`config.mk`:
```
export PLATFORM = sky130hd
export DESIGN_NAME = uart_frame_rx
export DESIGN_NICKNAME = d
export VERILOG_FILES = /design/src/rtl/uart_frame_rx.sv
export SDC_FILE = /design/constraint.sdc
export NUM_CORES = 1
export LEC_CHECK = 0
export CORE_ASPECT_RATIO = 0.5
export CORE_UTILIZATION = 50
export CTS_BUF_LIST = sky130_fd_sc_hd__clkbuf_8
export DETAILED_ROUTE_END_ITERATION = 6
export DONT_BUFFER_PORTS = 1
export PLACE_DENSITY = 0.73
export SETUP_SLACK_MARGIN = 0.3
export SLEW_MARGIN = 0
export SYNTH_ARGS = -nofsm -noshare
export SYNTH_HDL_FRONTEND = slang
export SYNTH_SLANG_ARGS = --single-unit
```
`constraint.sdc`:
```
create_clock -name clk -period 5.45 [get_ports clk]
set_input_delay 1.09 -clock clk [delete_from_list [all_inputs] [get_ports clk]]
set_output_delay 1.09 -clock clk [all_outputs]
set_load 0.05 [all_outputs]
```
`src/rtl/uart_frame_rx.sv`:
```
// Receive framing stage: SYNC, command, N-bit payload (MSB byte first), XOR checksum.
// A validated {cmd, payload} is held on a valid/ready output; aborted frames pulse frame_err.
module uart_frame_rx #(
  parameter int          N       = 32,
  parameter int          TIMEOUT = 12000,
  parameter logic [7:0]  SYNC    = 8'hA5
) (
  input  logic         clk,
  input  logic         rst_n,
  input  logic         rx_valid,
  input  logic [7:0]   rx_byte,
  input  logic         rx_error,
  output logic [N-1:0] tx_bytes,
  output logic [7:0]   tx_cmd,
  output logic         tx_valid,
  input  logic         tx_ready,
  output logic         frame_err,
  output logic [1:0]   err_code,
  output logic         busy
);

  // Handshake: a frame transfers on every rising edge where tx_valid and tx_ready
  // are both high; tx_valid and the data stay stable until that edge.

  localparam int NB = N / 8;
  localparam int CW = (NB > 1) ? $clog2(NB) : 1;
  localparam int TW = $clog2(TIMEOUT + 1);

  localparam logic [1:0] ERR_CSUM = 2'd1;
  localparam logic [1:0] ERR_TMO  = 2'd2;
  localparam logic [1:0] ERR_LINE = 2'd3;

  typedef enum logic [2:0] {
    IDLE = 3'd0,
    CMD  = 3'd1,
    DATA = 3'd2,
    CSUM = 3'd3,
    HOLD = 3'd4
  } state_t;

  state_t         state_q, state_d;
  logic [N-1:0]   sr_q, sr_d;
  logic [7:0]     cmd_q, cmd_d;
  logic [7:0]     csum_q, csum_d;
  logic [CW-1:0]  cnt_q, cnt_d;
  logic [TW-1:0]  tmo_q, tmo_d;
  logic [N-1:0]   tx_bytes_q, tx_bytes_d;
  logic [7:0]     tx_cmd_q, tx_cmd_d;
  logic           tx_valid_q, tx_valid_d;
  logic           frame_err_q, frame_err_d;
  logic [1:0]     err_code_q, err_code_d;
  logic           busy_q, busy_d;

  logic in_frame;
  logic tmo_hit;
  logic is_sync;

  assign in_frame = (state_q == CMD) || (state_q == DATA) || (state_q == CSUM);
  assign tmo_hit  = in_frame && !rx_valid && (tmo_q == TW'(TIMEOUT - 1));
  assign is_sync  = rx_valid && (rx_byte == SYNC);

  always_comb begin
    state_d     = state_q;
    sr_d        = sr_q;
    cmd_d       = cmd_q;
    csum_d      = csum_q;
    cnt_d       = cnt_q;
    tx_bytes_d  = tx_bytes_q;
    tx_cmd_d    = tx_cmd_q;
    tx_valid_d  = tx_valid_q;
    frame_err_d = 1'b0;
    err_code_d  = err_code_q;

    // Entry to CMD always coincides with a byte strobe, so clearing on rx_valid covers it.
    if (rx_valid)      tmo_d = '0;
    else if (in_frame) tmo_d = TW'(tmo_q + TW'(1));
    else               tmo_d = '0;

    case (state_q)
      IDLE: begin
        if (is_sync) state_d = CMD;
      end
      HOLD: begin
        if (tx_ready) begin
          tx_valid_d = 1'b0;
          state_d    = is_sync ? CMD : IDLE;
        end else if (rx_error || rx_valid) begin
          frame_err_d = 1'b1;
          err_code_d  = ERR_LINE;
        end
      end
      default: begin
        if (rx_error) begin
          frame_err_d = 1'b1;
          err_code_d  = ERR_LINE;
          state_d     = IDLE;
        end else if (tmo_hit) begin
          frame_err_d = 1'b1;
          err_code_d  = ERR_TMO;
          state_d     = IDLE;
        end else if (rx_valid) begin
          case (state_q)
            CMD: begin
              cmd_d   = rx_byte;
              csum_d  = rx_byte;
              cnt_d   = '0;
              state_d = DATA;
            end
            DATA: begin
              sr_d   = {sr_q[N-9:0], rx_byte};
              csum_d = csum_q ^ rx_byte;
              cnt_d  = CW'(cnt_q + CW'(1));
              if (cnt_q == CW'(NB - 1)) state_d = CSUM;
            end
            CSUM: begin
              if (rx_byte == csum_q) begin
                tx_bytes_d = sr_q;
                tx_cmd_d   = cmd_q;
                tx_valid_d = 1'b1;
                state_d    = HOLD;
              end else begin
                frame_err_d = 1'b1;
                err_code_d  = ERR_CSUM;
                state_d     = IDLE;
              end
            end
            default: state_d = IDLE;
          endcase
        end
      end
    endcase

    busy_d = (state_d != IDLE);
  end

  always_ff @(posedge clk or negedge rst_n) begin
    if (!rst_n) begin
      state_q     <= IDLE;
      sr_q        <= '0;
      cmd_q       <= '0;
      csum_q      <= '0;
      cnt_q       <= '0;
      tmo_q       <= '0;
      tx_bytes_q  <= '0;
      tx_cmd_q    <= '0;
      tx_valid_q  <= 1'b0;
      frame_err_q <= 1'b0;
      err_code_q  <= '0;
      busy_q      <= 1'b0;
    end else begin
      state_q     <= state_d;
      sr_q        <= sr_d;
      cmd_q       <= cmd_d;
      csum_q      <= csum_d;
      cnt_q       <= cnt_d;
      tmo_q       <= tmo_d;
      tx_bytes_q  <= tx_bytes_d;
      tx_cmd_q    <= tx_cmd_d;
      tx_valid_q  <= tx_valid_d;
      frame_err_q <= frame_err_d;
      err_code_q  <= err_code_d;
      busy_q      <= busy_d;
    end
  end

  assign tx_bytes  = tx_bytes_q;
  assign tx_cmd    = tx_cmd_q;
  assign tx_valid  = tx_valid_q;
  assign frame_err = frame_err_q;
  assign err_code  = err_code_q;
  assign busy      = busy_q;

endmodule
```
==> impl_results.md <==
* Setup total negative slack at 0 ps
* Share of power burned in registers at 0.611
* Number of CTS-inserted buffers at 9
* Number of flops mapped to enable cells by yosys at 0
* Power density over the cells at 275 nW/µm²
* Clock latency of the later-clocked register in the worst-skew pair at 380 ps
* Synthesized-area fraction occupied by xor and xnor cells at 0.0354
* Smallest hold slack at 389 ps
* H-tree depth reported by CTS at 3
* F_max at 300 MHz
* Post-synthesis cell type count at 47
* Remaining design rule violation count at 0
* Via count of the first global-routing pass at 2,927
* Cells along the critical path: xor2_1 -> nor4_2 -> nand3_2 -> buf_4 -> mux2_4
* Critical setup path kind: in -> reg
* Syn Nets at 376
* Global Route Usage Sum at 0.190
* First-pass iteration count of the detailed router at 4
* Buffers on Ports at 0
* Startpoint types: input port
* GPL Wtd Cong at 0.895
* Post-synthesis share of cell area spent on and, or, nand and nor gates at 0.0910
* Fraction of power consumed by combinational cells at 0.029
* Number of warnings printed during yosys synthesis at 0
* Layout net count at 375
* Standby leakage power at 2.56 nW
* Count of buffering cells on the critical path with inverters included at 1
* Fin. Hold Viols at 0
* Number of max-slew violations in the final report at 0
* Total design power at 1.44 mW
* Ratio of cells with drive above 1 in the final layout at 0.282
* Cell Area, Placed at 5020 µm²
* Summed area of non-filler cells in the final layout at 5230 µm²
* Setup violation total in the final timing report at 0
* Worst min-delay path category: in -> async
* Number of diodes at 0
* Remaining number of nets flagged by the antenna check after routing at 0
* Global-route wire length before repair at 14,800 µm
* Number of cells in the design after placement at 484
* GRT overflow at 0
* Vias after detailed routing at 2,775
* Setup repair after global routing missed its margin: false
* Non-Filler Instances at 500
* Post-CTS setup buffers at 0
* Combinational family with the most area after synthesis: multiplexers
* Hold bufs inserted after CTS at 0
* Arrival time of data at the critical path endpoint at 3610 ps
* Initial DRC Count at 236
* Pin count of the biggest net entering global routing at 113
* Total of fill cells in the finished design at 772
* Mapped cell area at 4950 µm²
* Power share of the clock group at 0.360
* Required time at the worst-slack endpoint at 5730 ps
* Vertical extent of the die at 72.3 µm
* Half-perimeter wire length of the detailed placement result at 6140 µm
* Number of instances in the synthesized netlist at 361
* Net switching component of the power at 0.332 mW
* Time the worst path needs with I/O delays and setup at 3330 ps
* Switching portion of total power at 0.231
* Actual slew at the worst max-slew pin at 1130 ps
* Share of synthesized cell area in full adder, half adder and majority cells at 0.00506
* Clock sink count at 112
* Seq cells post-synth at 112
* Number of primary I/O pins at 58
* Worst-case vdd ir drop at 0.174 mV
* Outcome: finished clean
* Via count normalized by instance count at 5.55
* Worst path slowest cell: nand3_2
* Largest fanout on the critical path at 30
* Total core area at 9510 µm²
* Count of max-cap constraint violations at 0
* Multi-input logic area at 2020 µm²
* Worst slew margin relative to its limit at 0.244
* Width of the die at 143 µm
* Std-Cell Rows at 25
* Most used flip-flop cell after synthesis: dfrtp_1
* Synthesized area divided by synthesized cell count at 13.7 µm²
* Synth Area in Compound Gates at 0.0475
* Total wirelength of the detailed-routed design at 8890 µm
* Slowest stage delay, CP at 940 ps
* Maximum clock path buffer count at 2
* Kind of end point of the critical path: register
* Area overhead of the layout relative to synthesis at 5.72%
* Max Clock Skew at 12.9 ps
* Register Area at 2800 µm²
* WL/cell at 17.8 µm
* Proportion of synthesized chip area in sequential cells at 0.567
* Die ar. at 10,300 µm²
* Post-synthesis async set-or-reset flop share at 1.00
* Mux share of post-synthesis cell area at 0.229
* Initial antenna violation count at 0
* Fin crit share at 0.611
* Number of gates given a new drive strength after cts at 0
* Cell internal pwr at 1.11 mW
* Clk Tree Root Cell: clkbuf_8
* Kind of cell adding the most delay to the critical path: simple AND/OR/NAND/NOR gates
* Clk slew on worst S/H paths at 110 ps
* Initial Util at 0.520
* CTS tree: built
-- cell usage after synthesis (2+ instances only) --
cell | instances | area share
nor3_1 | 6 | 0.0061
nand3_1 | 7 | 0.0071
buf_6 | 7 | 0.016
mux2_4 | 40 | 0.12
a21oi_1 | 19 | 0.019
mux2_2 | 38 | 0.086
inv_1 | 4 | 0.0030
mux2i_1 | 8 | 0.016
nor4bb_1 | 2 | 0.0040
nand4_1 | 6 | 0.0076
buf_2 | 3 | 0.0030
or4b_1 | 2 | 0.0040
and3_1 | 3 | 0.0038
clkbuf_1 | 3 | 0.0023
dfrtp_1 | 112 | 0.57
nand2_1 | 15 | 0.011
mux2_1 | 2 | 0.0046
a211oi_1 | 3 | 0.0046
xnor2_1 | 6 | 0.011
xor2_1 | 14 | 0.025
or2_2 | 2 | 0.0025
nor4_1 | 2 | 0.0025
nor4_2 | 2 | 0.0051
nor2_1 | 24 | 0.018
ha_1 | 2 | 0.0051
nand2b_1 | 4 | 0.0051
o21ai_0 | 5 | 0.0051
-- path summary, 6_finish.rpt --
check | slack [ps] | startpoint | cells after the start | endpoint
setup / recovery | 2120 | rx_byte[6] | 5 | tx_bytes[4]
hold / removal | 390 | rst_n | 0 | tx_bytes[13]
setup reg to reg | 2370 | csum_q[6] | 5 | tx_bytes[4]
hold reg to reg | 510 | sr_q[29] | 1 | tx_bytes[29]
max in group asynchronous | 4930 | rst_n | 0 | tx_cmd[0]
min in group clk | 510 | sr_q[29] | 1 | tx_bytes[29]
-- final cells by class --
type,instances,area share
Sequential cell,112,0.536
Multi-Input combinational cell,231,0.386
Tap cell,135,0.0323
Clock buffer,10,0.0263
Clock inverter,6,0.0141
Timing Repair Buffer,2,0.00287
Inverter,4,0.00287
-- metal layers --
layer  wire length [µm]  vias up  GRT usage  part of all wire
li1                   -     1281          -                 -
met1               3980     1420      0.242              0.45
met2               4330       56      0.306              0.49
met3                418       18     0.0601             0.047
met4                165        0     0.0753             0.019
met5                  0        -          0                 0
-- power groups by stage --
| stage | clock, mW | combinational [mW] | sequential (mW) |
|---|---|---|---|
| 3_5_place_dp | 0 | 0.0422 | 0.896 |
| 3_3_place_gp | 0 | 0.0396 | 0.894 |
| 2_1_floorplan | 0 | 0.0365 | 0.889 |
| 5_1_grt | 0.565 | 0.0483 | 0.882 |
| 6_report | 0.517 | 0.0424 | 0.879 |
| 4_1_cts | 0.531 | 0.0426 | 0.879 |
-- state kept, by name, summed over array words and instances, names as in the netlist --
register   count
busy           1
cmd_q          8
cnt_q          2
csum_q         8
err_code       2
frame_err      1
sr_q          32
state_q        3
tmo_q         14
tx_bytes      32
tx_cmd         8
tx_valid       1
-- logic make-up after synthesis --
family,after synthesis
and+or+nand+nor,83
buffers and inverters,18
muxes,88
DFF,112
adders and majority gates,2
xor gates and xnor gates,20
AOI/OAI and AO/OA,38
-- metrics by stage --
stage	setup WS (ps)	utilization
floorplan	2980	-
global placement	1820	0.528
detailed placement	1700	0.528
CTS	2110	0.550
global route	1970	0.550
finish	2120	0.550
-- placed cells by master, fill, tap and decap left out, types with 3 or more instances in the layout --
master,instances
a211oi_1,3
a21oi_1,19
and3_1,3
clkbuf_8,10
dfrtp_1,112
inv_1,4
mux2_2,38
mux2_4,40
mux2i_1,8
nand2_1,15
nand2b_1,4
nand3_1,7
nand4_1,6
nor2_1,24
nor3_1,6
o21ai_0,4
xnor2_1,6
xor2_1,14
No activity file was read; power rests on OpenSTA's default activity.
